[src/rtl/cache_controller_if.sv]
// Handshake bundle between the cache controller, the CPU port,
// the metadata arrays and the memory port.
interface cache_controller_if #(
    parameter int WORDS_PER_LINE = 4
);
    localparam int IW = $clog2(WORDS_PER_LINE);

    logic          cpu_req_valid;
    logic          cpu_req_write;
    logic          cpu_req_ready;
    logic          cpu_resp_valid;
    logic          valid_block_match;
    logic          valid_dirty_bit;
    logic          miss_recovery_mode;
    logic          process_lru_counters;
    logic          clear_selected_valid_bit;
    logic          finish_new_line_install;
    logic          clear_selected_dirty_bit;
    logic          set_selected_dirty_bit;
    logic          data_we;
    logic          data_from_mem;
    logic [IW-1:0] word_idx;
    logic          mem_req_valid;
    logic          mem_req_write;
    logic          use_victim_tag;
    logic          mem_req_ready;
    logic          mem_resp_valid;

    modport master (
        output cpu_req_valid, cpu_req_write,
        output valid_block_match, valid_dirty_bit,
        output mem_req_ready, mem_resp_valid,
        input  cpu_req_ready, cpu_resp_valid,
        input  miss_recovery_mode, process_lru_counters,
        input  clear_selected_valid_bit, finish_new_line_install,
        input  clear_selected_dirty_bit, set_selected_dirty_bit,
        input  data_we, data_from_mem, word_idx,
        input  mem_req_valid, mem_req_write, use_victim_tag
    );

    modport slave (
        input  cpu_req_valid, cpu_req_write,
        input  valid_block_match, valid_dirty_bit,
        input  mem_req_ready, mem_resp_valid,
        output cpu_req_ready, cpu_resp_valid,
        output miss_recovery_mode, process_lru_counters,
        output clear_selected_valid_bit, finish_new_line_install,
        output clear_selected_dirty_bit, set_selected_dirty_bit,
        output data_we, data_from_mem, word_idx,
        output mem_req_valid, mem_req_write, use_victim_tag
    );
endinterface

[src/rtl/cache_controller.sv]
// Per-cache control FSM: lookup, dirty-victim writeback, multi-beat
// line fill and replay of the lookup so every request ends as a hit.
module cache_controller #(
    parameter int WORDS_PER_LINE = 4,
    parameter bit READ_ONLY      = 1'b0
) (
    input logic         clk,
    input logic         reset,
    cache_controller_if.slave bus
);
    localparam int CW = $clog2(WORDS_PER_LINE);
    localparam logic [CW-1:0] LAST = CW'(WORDS_PER_LINE - 1);

    typedef enum logic [2:0] {
        IDLE,
        LOOKUP,
        WRITEBACK,
        FILL_REQ,
        FILL_WAIT,
        INSTALL
    } state_t;

    state_t        state_q, state_d;
    logic [CW-1:0] cnt_q, cnt_d;
    logic          wr_q, wr_d;

    always_ff @(posedge clk) begin
        if (reset) begin
            state_q <= IDLE;
            cnt_q   <= '0;
            wr_q    <= 1'b0;
        end else begin
            state_q <= state_d;
            cnt_q   <= cnt_d;
            wr_q    <= wr_d;
        end
    end

    always_comb begin
        state_d = state_q;
        cnt_d   = cnt_q;
        wr_d    = wr_q;

        bus.cpu_req_ready            = 1'b0;
        bus.cpu_resp_valid           = 1'b0;
        bus.miss_recovery_mode       = 1'b0;
        bus.process_lru_counters     = 1'b0;
        bus.clear_selected_valid_bit = 1'b0;
        bus.finish_new_line_install  = 1'b0;
        bus.clear_selected_dirty_bit = 1'b0;
        bus.set_selected_dirty_bit   = 1'b0;
        bus.data_we                  = 1'b0;
        bus.data_from_mem            = 1'b0;
        bus.word_idx                 = cnt_q;
        bus.mem_req_valid            = 1'b0;
        bus.mem_req_write            = 1'b0;
        bus.use_victim_tag           = 1'b0;

        unique case (state_q)
            IDLE: begin
                bus.cpu_req_ready = 1'b1;
                if (bus.cpu_req_valid) begin
                    wr_d    = bus.cpu_req_write && !READ_ONLY;
                    state_d = LOOKUP;
                end
            end
            LOOKUP: begin
                if (bus.valid_block_match) begin
                    bus.process_lru_counters = 1'b1;
                    bus.cpu_resp_valid       = 1'b1;
                    if (wr_q) begin
                        bus.data_we                = 1'b1;
                        bus.set_selected_dirty_bit = !READ_ONLY;
                    end
                    state_d = IDLE;
                end else begin
                    cnt_d = '0;
                    // A read-only cache never holds dirty data.
                    if (bus.valid_dirty_bit && !READ_ONLY)
                        state_d = WRITEBACK;
                    else
                        state_d = FILL_REQ;
                end
            end
            WRITEBACK: begin
                bus.miss_recovery_mode = 1'b1;
                bus.mem_req_valid      = 1'b1;
                bus.mem_req_write      = 1'b1;
                bus.use_victim_tag     = 1'b1;
                if (bus.mem_req_ready) begin
                    cnt_d = cnt_q + 1'b1;
                    if (cnt_q == LAST) begin
                        bus.clear_selected_dirty_bit = !READ_ONLY;
                        bus.clear_selected_valid_bit = 1'b1;
                        cnt_d   = '0;
                        state_d = FILL_REQ;
                    end
                end
            end
            FILL_REQ: begin
                bus.miss_recovery_mode       = 1'b1;
                bus.mem_req_valid            = 1'b1;
                bus.clear_selected_valid_bit = 1'b1;
                if (bus.mem_req_ready)
                    state_d = FILL_WAIT;
            end
            FILL_WAIT: begin
                bus.miss_recovery_mode = 1'b1;
                if (bus.mem_resp_valid) begin
                    bus.data_we       = 1'b1;
                    bus.data_from_mem = 1'b1;
                    if (cnt_q == LAST) begin
                        cnt_d   = '0;
                        state_d = INSTALL;
                    end else begin
                        cnt_d   = cnt_q + 1'b1;
                        state_d = FILL_REQ;
                    end
                end
            end
            INSTALL: begin
                bus.miss_recovery_mode       = 1'b1;
                bus.finish_new_line_install  = 1'b1;
                bus.clear_selected_dirty_bit = !READ_ONLY;
                state_d = LOOKUP;
            end
            default: state_d = IDLE;
        endcase
    end
endmodule

[src/flat_wrapper.sv]
// flat-port wrapper written by rule: the top's interface ports become plain ports
module cache_controller_flat 
#(
    parameter int WORDS_PER_LINE = 4,
    parameter bit READ_ONLY      = 1'b0
)
  (clk, reset, bus_cpu_req_valid, bus_cpu_req_write, bus_valid_block_match, bus_valid_dirty_bit, bus_mem_req_ready, bus_mem_resp_valid, bus_cpu_req_ready, bus_cpu_resp_valid, bus_miss_recovery_mode, bus_process_lru_counters, bus_clear_selected_valid_bit, bus_finish_new_line_install, bus_clear_selected_dirty_bit, bus_set_selected_dirty_bit, bus_data_we, bus_data_from_mem, bus_word_idx, bus_mem_req_valid, bus_mem_req_write, bus_use_victim_tag);
  cache_controller_if #(.WORDS_PER_LINE(WORDS_PER_LINE)) bus_i ();
  input logic clk;
  input logic reset;
  input wire logic [$bits(bus_i.cpu_req_valid)-1:0] bus_cpu_req_valid;
  input wire logic [$bits(bus_i.cpu_req_write)-1:0] bus_cpu_req_write;
  input wire logic [$bits(bus_i.valid_block_match)-1:0] bus_valid_block_match;
  input wire logic [$bits(bus_i.valid_dirty_bit)-1:0] bus_valid_dirty_bit;
  input wire logic [$bits(bus_i.mem_req_ready)-1:0] bus_mem_req_ready;
  input wire logic [$bits(bus_i.mem_resp_valid)-1:0] bus_mem_resp_valid;
  output wire logic [$bits(bus_i.cpu_req_ready)-1:0] bus_cpu_req_ready;
  output wire logic [$bits(bus_i.cpu_resp_valid)-1:0] bus_cpu_resp_valid;
  output wire logic [$bits(bus_i.miss_recovery_mode)-1:0] bus_miss_recovery_mode;
  output wire logic [$bits(bus_i.process_lru_counters)-1:0] bus_process_lru_counters;
  output wire logic [$bits(bus_i.clear_selected_valid_bit)-1:0] bus_clear_selected_valid_bit;
  output wire logic [$bits(bus_i.finish_new_line_install)-1:0] bus_finish_new_line_install;
  output wire logic [$bits(bus_i.clear_selected_dirty_bit)-1:0] bus_clear_selected_dirty_bit;
  output wire logic [$bits(bus_i.set_selected_dirty_bit)-1:0] bus_set_selected_dirty_bit;
  output wire logic [$bits(bus_i.data_we)-1:0] bus_data_we;
  output wire logic [$bits(bus_i.data_from_mem)-1:0] bus_data_from_mem;
  output wire logic [$bits(bus_i.word_idx)-1:0] bus_word_idx;
  output wire logic [$bits(bus_i.mem_req_valid)-1:0] bus_mem_req_valid;
  output wire logic [$bits(bus_i.mem_req_write)-1:0] bus_mem_req_write;
  output wire logic [$bits(bus_i.use_victim_tag)-1:0] bus_use_victim_tag;
  assign bus_i.cpu_req_valid = bus_cpu_req_valid;
  assign bus_i.cpu_req_write = bus_cpu_req_write;
  assign bus_i.valid_block_match = bus_valid_block_match;
  assign bus_i.valid_dirty_bit = bus_valid_dirty_bit;
  assign bus_i.mem_req_ready = bus_mem_req_ready;
  assign bus_i.mem_resp_valid = bus_mem_resp_valid;
  assign bus_cpu_req_ready = bus_i.cpu_req_ready;
  assign bus_cpu_resp_valid = bus_i.cpu_resp_valid;
  assign bus_miss_recovery_mode = bus_i.miss_recovery_mode;
  assign bus_process_lru_counters = bus_i.process_lru_counters;
  assign bus_clear_selected_valid_bit = bus_i.clear_selected_valid_bit;
  assign bus_finish_new_line_install = bus_i.finish_new_line_install;
  assign bus_clear_selected_dirty_bit = bus_i.clear_selected_dirty_bit;
  assign bus_set_selected_dirty_bit = bus_i.set_selected_dirty_bit;
  assign bus_data_we = bus_i.data_we;
  assign bus_data_from_mem = bus_i.data_from_mem;
  assign bus_word_idx = bus_i.word_idx;
  assign bus_mem_req_valid = bus_i.mem_req_valid;
  assign bus_mem_req_write = bus_i.mem_req_write;
  assign bus_use_victim_tag = bus_i.use_victim_tag;
  cache_controller #(.WORDS_PER_LINE(WORDS_PER_LINE), .READ_ONLY(READ_ONLY)) u_core (.clk(clk), .reset(reset), .bus(bus_i));
endmodule
[config.mk]
export PLATFORM = sky130hd
export DESIGN_NAME = cache_controller_flat
export DESIGN_NICKNAME = d
export VERILOG_FILES = /design/src/rtl/cache_controller_if.sv /design/src/rtl/cache_controller.sv /design/src/flat_wrapper.sv
export SDC_FILE = /design/constraint.sdc
export NUM_CORES = 1
export LEC_CHECK = 0
export ABC_CLOCK_PERIOD_IN_PS = 3700
export BUFFER_PORTS_ARGS = -buffer_cell sky130_fd_sc_hd__clkbuf_2
export CAP_MARGIN = 25
export CORE_AREA = 5 5 42 44
export CTS_CLUSTER_SIZE = 16
export DETAILED_ROUTE_END_ITERATION = 8
export DIE_AREA = 0 0 47 49
export PLACE_DENSITY = 0.7
export SLEW_MARGIN = 0
export SYNTH_ARGS = -nofsm -noshare
export SYNTH_HDL_FRONTEND = slang
export SYNTH_SLANG_ARGS = --single-unit
[constraint.sdc]
create_clock -name clk -period 3.7 [get_ports clk]
set_input_delay 0.185 -clock clk [delete_from_list [all_inputs] [get_ports clk]]
set_output_delay 0.185 -clock clk [all_outputs]
set_load 0.03 [all_outputs]
==> run metrics, run 1 <==
grt total ovfl=0; Critical Path Source=u_core.state_q[1]; worst path buffer plus inverter count=1; clk buf depth=2; Worst-Skew Late Latency=0.24 ns; router iterations before antenna repair=2; global-route wire length before repair=2.277 mm; crit path to=bus_data_we; hold_buf cts=0; post-CTS sizing=0; worst setup margin=1.759 ns; clock slew at reported path FFs=0.04 ns; Layout area overhead=18.91%; # IOs=23; Core Area=0.001401 sq mm; maximum VDD drop=0.2472 mV; initial antenna violation count=0; multi-input logic area=372.9 sq um; RR Startpoint=u_core.state_q[0]; Async SR Flop Fraction=0%; Initial Util=39.20%; # clock sinks=6; flops & latches, synth=6; Antenna Nets Post-Route=0; commonest non-fill, non-tap cell in the layout=clkbuf_2; Max Freq=0.5152 GHz; worst path required time=3.51 ns; kind of critical path=reg -> out; Pins Over Slew Limit=0; main flop type after synthesis=dfxtp_1; number of max-cap violations=0; status=completed; most frequent cells in the layout=clkbuf_2 (22), dfxtp_1 (6), a21oi_1 (4); Pwr Total=0.0003283 W; routed wire length=1.335 mm; CTS tree=yes; largest net degree at the start of global routing=20; die area=0.002303 sq mm; Synth Area in XOR/XNOR=1.595%; Final Cycle Share=52.46%; CP Data Arrival Time=1.76 ns; worst slew pin tran=0.5530 ns; hold path start=reset; sequential area share after synthesis=21.87%; postcts setup bufs=0; cells on worst reg2reg path=3; critical-path maximum fanout=16; die height=49 microns; Die X=47 microns; PwrDens=502.7 mW/mm^2; Post-synth EDFFs=0; n_diodes=0; Worst setup EP type=primary output; Initial DRC Count=2; Distinct cells, synth=38; vias in the first global route=495; leak pwr=0.3126 nW; total CTS buffers=3; CP max-delay cell=dfxtp_1; Mean Syn Cell Area=8.859 sq um; Synth Area in Simple Gates=34.62%; Residual DRC=0; Levels on crit path=4; FF+latch area=120.1 sq um; Worst Skew=0.0008223 ns; startpoint types=flip-flop; Synth area leaders=dfxtp_1 (22%), nor4b_1 (4.8%), ha_1 (4.6%), buf_4 (4.1%), buf_6 (4.1%); gr usage total=13.52%; post-DR vias/cell=5.361; share of layout cells above drive strength 1=39.51%; Final Critical Period=1.941 ns; worst-path cell chain=and4bb_2 -> and2_1 -> or2_2 -> clkbuf_2; H-tree depth=1; Core Rows=14; post-synth top area share=21.87%; slowest cell delay on critical path=0.60 ns; Final Hold Fails=0; final setup fails=0; vias=520; pre-CTS setup slack=2.012 ns; post-synthesis mux area share=3.645%; RSZ-0062 raised after global routing=false; Post-Syn Area=549.3 sq um; critical path's top delay family=simple AND/OR/NAND/NOR gates; port buffer count=22; HPWL Detailed=1.034 mm; GP Congestion=0.6915; Syn. warnings=0; Post-Syn Nets=72; hold crit path type=in -> reg; capturing point of the worst reg2reg path=u_core.bus.word_idx[1]; Synth area leader=dfxtp_1; Compound-Gate Fraction of Synth Area=23.46%; slew margin rel.=63.09%; largest family of logic cells by synthesized area=simple AND/OR/NAND/NOR gates; R2R Setup Slk=2.16 ns; clk root buf=clkbuf_4; Post-Syn Instances=62; wire per inst=13.76 microns; Final nets=93; Adder-Cell Fraction of Synth Area=4.556%; Fillers=162; setup TNS=0 ns
-- sequential cells by signal, summed over array words and instances (netlist names) --
| name | flops |
|---|---|
| u_core.state_q | 3 |
| u_core.bus.word_idx | 2 |
| u_core.wr_q | 1 |
-- where the power goes --
part	total (W)	internal, W	switching, W
combinational	0.000164	0.0000641	0.000100
sequential	0.000104	0.0000745	0.0000296
clock	0.0000598	0.0000367	0.0000232
total	0.000328	0.000175	0.000153
-- layout make-up --
class,instances,area share (%)
Inverter,2,1.149
Timing Repair Buffer,22,16.86
Multi-Input combinational cell,48,57.09
Clock buffer,3,3.448
Tap cell,16,3.065
Sequential cell,6,18.39
-- kinds of logic after synthesis --
| group | count (synthesis) |
|---|---|
| multiplexers | 2 |
| buffers and inverters | 8 |
| AND/OR/NAND/NOR | 27 |
| flip-flops | 6 |
| AO/OA/AOI/OAI | 16 |
| adder cells (fa/ha/maj) | 2 |
| XOR/XNOR | 1 |
-- per-layer routing --
metal / up-vias / GRT usage (%) / share of wire (%)
met1: 226 / 18.02 / 45
li1: 271 / - / -
met3: 5 / 2.952 / 7.9
met2: 18 / 19.00 / 44
met4: 0 / 8.295 / 2.7
met5: - / 0 / 0
-- through the flow --
stage          hold WS [ns]  util (%)  instance area [sq um]  std cells
6_report             0.1795     46.61                  653.1         97
5_1_grt              0.1911     46.61                  653.1         97
4_1_cts              0.1738     46.61                  653.1         97
3_5_place_dp         0.4316     45.00                  630.6         94
3_3_place_gp         0.4184     45.00                  630.6         94
2_1_floorplan        0.2541         -                  549.3         62
-- worst min path at each step --
stage,depth (start not counted),slack [ns],endpoint
2_1_floorplan,1,0.25,u_core.state_q[2]
3_3_place_gp,2,0.42,u_core.state_q[1]
3_5_place_dp,2,0.43,u_core.state_q[1]
4_1_cts,2,0.17,u_core.state_q[1]
5_1_grt,2,0.19,u_core.state_q[1]
6_report,2,0.18,u_core.state_q[2]
-- cell usage after synthesis (3+ instances only) --
master	instances
dfxtp_1	6
a21oi_1	4
buf_4	3
nand2_1	3
nand3b_1	3
nor4b_1	3
-- worst reg2reg max path: cells and delay by family (launching register included) --
kind             cells  cell delay [ns]
AND/OR/NAND/NOR      1             0.31
flip-flops           1             0.66
AO/OA/AOI/OAI        2             0.47
No activity file was read; power rests on OpenSTA's default activity.
==> run 2: changes to the inputs <==
Settings changed: ABC_AREA from default to 1, ABC_CLOCK_PERIOD_IN_PS 3700 to 1780, CORE_AREA 5 5 42 44 to 5 5 43 45, DIE_AREA 0 0 47 49 to 0 0 48 50.
Clock period 3.7 ns to 1.78 ns, I/O delays scaled along.
==> run 2 against run 1 <==
Worst setup slack lost 1.6 ns. Global-route usage shrank 1.7 points. Clock power grew 110%. Area after synthesis grew 0.91%. Sequential power grew 130%. Highest routed layer unchanged. Critical path type unchanged. Power grew to 3.5 times the previous value.
==> run metrics, run 2 <==
status=completed; Layout area overhead=20.77%; # IOs=23; critical-path maximum fanout=5; Syn. warnings=0; # clock sinks=6; startpoint types=flip-flop; die area=0.002400 sq mm; Power Internal=0.0004793 W; worst path required time=1.69 ns; grt total ovfl=0; commonest non-fill, non-tap cell in the layout=clkbuf_2; Core Area=0.001436 sq mm; number of max-cap violations=0; Worst Skew=0.001575 ns; Final Cycle Share=90.98%; Final Hold Fails=0; post-synth top area share=21.67%; Die X=48 microns; Synth area leader=dfxtp_1; PwrDens=1707 mW/mm^2; CTS tree=yes; Post-Syn Instances=90; die height=50 microns; switching share of power=58.04%; main flop type after synthesis=dfxtp_1; most common cell in the netlist=nand2_1; wire per inst=10.43 microns; largest register by flop count=u_core.state_q; post-DR vias/cell=4.795; clk root buf=clkbuf_4; Comb pwr share=67.7%; RSZ-0062 raised after global routing=false; Worst-Skew Late Latency=0.25 ns; Initial DRC Count=18; Core Rows=14; setup TNS=0 ns; Async SR Flop Fraction=0%; postcts setup bufs=0; HPWL Detailed=1.116 mm; largest net degree at the start of global routing=10; gr usage total=11.78%; hold_buf cts=0; router iterations before antenna repair=5; n_diodes=0; clk buf depth=2; initial antenna violation count=0; placed cell areas=646.9 sq um; clock slew at reported path FFs=0.04 ns; leak pwr=0.3904 nW; global-route wire length before repair=1.973 mm; top cells by count, synth=nand2_1 (16), inv_1 (14), nor2_1 (13); Antenna Nets Post-Route=0; Final nets=123; Psw=0.0006630 W; Worst setup EP type=primary output; Max Freq=0.6175 GHz; total CTS buffers=3; Distinct cells, synth=20; final setup fails=0; Mean Syn Cell Area=6.159 sq um; worst slew pin tran=0.4027 ns; GP Congestion=0.8667; post-CTS sizing=0; cells on worst reg2reg path=7; Post-synth EDFFs=0; routed wire length=1.325 mm; CP Data Arrival Time=1.53 ns; vias=609; Final Critical Period=1.620 ns; vias in the first global route=478; kind of critical path=reg -> out; port buffer count=22; Pins Over Slew Limit=0; hold crit path type=in -> reg; Seq pwr share=21.2%; flops & latches, synth=6; maximum VDD drop=0.6552 mV; Hold Path Depth=2; fin area=669.4 sq um; Residual DRC=0; sequential area share after synthesis=21.67%; H-tree depth=1; clock share of power=11.0%; max reg flops=3; slew margin rel.=73.11%; Post-Syn Area=554.3 sq um; share of layout cells above drive strength 1=38.74%; most frequent cells in the layout=clkbuf_2 (22), nand2_1 (16), inv_1 (14), nor2_1 (13), nand3_1 (8); Post-Syn Nets=100; Synth area leaders=dfxtp_1 (22%), nand2_1 (11%), inv_1 (9.5%), nor2_1 (8.8%), nand3_1 (7.2%); Initial Util=38.59%
[run 2: cell families (layout without fill, tap and decap cells)]
family	Yosys count	after routing	share of synthesized area (%)
AND/OR/NAND/NOR	51	51	45.37
buffers and inverters	22	43	18.96
AO/OA/AOI/OAI	9	9	9.481
flip-flops	6	6	21.67
adder cells (fa/ha/maj)	2	2	4.514
[run 2: final cells by class]
cell class,instances,area [sq um]
Inverter,18,67.56
Timing Repair Buffer,22,110.1
Multi-Input combinational cell,62,329.1
Sequential cell,6,120.1
Fill cell,172,767.0
Clock buffer,3,22.52
Tap cell,16,20.02
[run 2: worst max-delay path, stage by stage (launching register included)]
cell      delay [ns]
dfxtp_1         0.44
inv_2           0.09
nor2_4          0.13
nand2_1         0.08
nor2_2          0.16
inv_2           0.05
o22ai_1         0.10
clkbuf_2        0.23
[run 2: through the flow]
step           instances   power, W  setup WS [ns]  hold WS [ns]  util (%)
2_1_floorplan         90  0.0008895         0.1338        0.1514         -
3_3_place_gp         124   0.001009         0.4281        0.2680     45.03
3_5_place_dp         124   0.001020         0.4155        0.2757     45.03
4_1_cts              127   0.001158         0.1379       0.01293     46.60
5_1_grt              127   0.001239        0.06690      0.003032     46.60
6_report             127   0.001142         0.1605       0.02041     46.60
[run 2: per-layer routing]
| layer | share of wire [%] | vias to the layer above | GRT usage, % |
|---|---|---|---|
| li1 | - | 320 | - |
| met3 | 7.3 | 5 | 2.182 |
| met5 | 0 | - | 0 |
| met4 | 3.3 | 0 | 9.417 |
| met1 | 42 | 266 | 13.36 |
| met2 | 47 | 18 | 18.06 |
[run 2: worst paths after layout]
path                      from                endpoint  slack (ns)
max reg2reg  u_core.state_q[2]       u_core.state_q[1]        0.40
min reg2reg        u_core.wr_q             u_core.wr_q        0.49
min                      reset  u_core.bus.word_idx[1]        0.02
max          u_core.state_q[0]             bus_data_we        0.16
[run 2: power groups by stage]
stage                     Sequential (W)  Combinational (W)  Clock (W)
final                           0.000243           0.000774   0.000126
after CTS                       0.000242           0.000782   0.000133
after floorplan                 0.000225           0.000665          0
after global routing            0.000249           0.000846   0.000144
after detailed placement        0.000245           0.000776          0
after global placement          0.000244           0.000765          0
==> run 3: changes to the inputs <==
Settings changed: RECOVER_POWER from default to 50, SKIP_LAST_GASP from default to 1.
==> run 3 against run 2 <==
Non-clock buffer count unchanged. Core utilization decreased by 0.78 points. Cell area is 1.7% lower. Largest cell class unchanged. First-iteration DRC count fell by 44%. Worst setup slack gained 0.0035 ns. Global-route usage did not move. Hold slack about the same. Sequential power about the same. Fmax up 0.22%. Clock skew about the same. Clock power about the same.
==> run metrics, run 3 (synthesis gave the netlist of run 2 again) <==
port buffer count=22; gr usage total=11.78%; maximum VDD drop=0.6507 mV; largest net degree at the start of global routing=10; hold crit path type=in -> reg; Hold Path End=u_core.bus.word_idx[1]; n_diodes=0; worst slew pin tran=0.4013 ns; Layout area overhead=18.74%; Final nets=123; most frequent cells in the layout=clkbuf_2 (17), nand2_1 (16), inv_1 (15), nor2_1 (13), nand3_1 (9); Core Area=0.001436 sq mm; Cells after DPL=124; Antenna Nets Post-Route=0; number of max-cap violations=0; router iterations before antenna repair=4; multi-input logic area=324.1 sq um; largest register by flop count=u_core.state_q; GP Congestion=0.8667; PwrDens=1707 mW/mm^2; total CTS buffers=3; FF+latch area=120.1 sq um; startpoint types=flip-flop; clock share of power=11.2%; initial antenna violation count=0; clk buf depth=2; share of layout cells above drive strength 1=32.43%; Initial Util=38.59%; Worst setup EP type=primary output; Worst Skew=0.001584 ns; critical-path maximum fanout=5; CTS tree=yes; final setup fails=0; Final Cycle Share=90.79%; Comb pwr share=67.4%; RSZ-0062 raised after global routing=false; switching share of power=58.56%; commonest non-fill, non-tap cell in the layout=clkbuf_2; H-tree depth=1; Hold Path Depth=2; kind of critical path=reg -> out; most used cell along the critical path=inv_2; routed wire length=1.339 mm; post-CTS sizing=0; wire per inst=10.54 microns; max reg flops=3; R2R Setup Slk=0.39 ns; Residual DRC=0; Pins Over Slew Limit=0; Fillers=177; Seq pwr share=21.4%; post-DR vias/cell=4.803; cells on worst reg2reg path=7; clk root buf=clkbuf_4; Max Freq=0.6188 GHz; Finished Layout Cells=127; CP Data Arrival Time=1.53 ns; setup TNS=0 ns; status=completed; vias in the first global route=478; vias=610; grt total ovfl=0; RR Startpoint=u_core.state_q[2]; die height=50 microns; hold path start=reset; Power Internal=0.0004656 W; # clock sinks=6; hold_buf cts=0; postcts setup bufs=0; # IOs=23; clock slew at reported path FFs=0.04 ns; worst-path cell chain=inv_2 -> nor2_4 -> nand2_1 -> nor2_2 -> inv_2 -> o22ai_1 -> clkbuf_2; Psw=0.0006581 W; capturing point of the worst reg2reg path=u_core.state_q[1]; global-route wire length before repair=1.973 mm; HPWL Detailed=1.116 mm; slowest cell delay on critical path=0.44 ns; Core Rows=14; CP max-delay cell=dfxtp_1; Die X=48 microns; Worst-Skew Late Latency=0.25 ns; slew margin rel.=73.21%; die area=0.002400 sq mm; Final Hold Fails=0; worst path required time=1.69 ns; Initial DRC Count=10; Final Critical Period=1.616 ns; Fin Hold WS=0.02030 ns; leak pwr=0.3701 nW
==> run 3: worst max path at each step <==
stage / from / to / cells after the start
after floorplan: u_core.state_q[2] / u_core.wr_q / 5
after CTS: u_core.state_q[0] / bus_data_we / 7
after global routing: u_core.state_q[0] / bus_data_we / 7
after detailed placement: u_core.state_q[0] / bus_data_we / 7
after global placement: u_core.state_q[0] / bus_data_we / 7
final: u_core.state_q[0] / bus_data_we / 7
==> run 3: power groups by stage <==
stage	clock [W]	sequential (W)	combinational (W)
floorplan	0	0.000225	0.000665
global placement	0	0.000244	0.000765
detailed placement	0	0.000245	0.000776
CTS	0.000133	0.000242	0.000782
global route	0.000144	0.000247	0.000829
finish	0.000126	0.000240	0.000758
==> run 3: cell type report <==
type | instances | share of cell area [%]
clock buffers | 3 | 3.422
inverters | 18 | 10.27
multi-input cells | 62 | 49.24
flip-flops and latches | 6 | 18.25
well taps | 16 | 3.042
repair buffers | 22 | 15.78
==> run 3: through the flow <==
step	area (sq um)	power, W	setup slack [ns]	util [%]
after floorplan	554.3	0.0008895	0.1338	-
after global placement	646.9	0.001009	0.4281	45.03
after detailed placement	646.9	0.001020	0.4155	45.03
after CTS	669.4	0.001158	0.1379	46.60
after global routing	658.1	0.001219	0.06658	45.82
final	658.1	0.001124	0.1640	45.82
==> run 3: worst max-delay path: cells and delay by family, from the launching register on <==
family | cells | cell delay, ns
buffers and inverters | 3 | 0.36
and+or+nand+nor | 3 | 0.37
AOI/OAI and AO/OA | 1 | 0.10
DFF | 1 | 0.44
==> run 3: metal layers <==
| metal | vias up | share of wire [%] | track usage [%] |
|---|---|---|---|
| met4 | 0 | 3.3 | 9.417 |
| met1 | 263 | 42 | 13.36 |
| met5 | - | 0 | 0 |
| met2 | 25 | 46 | 18.06 |
| met3 | 5 | 8.8 | 2.182 |
| li1 | 317 | - | - |
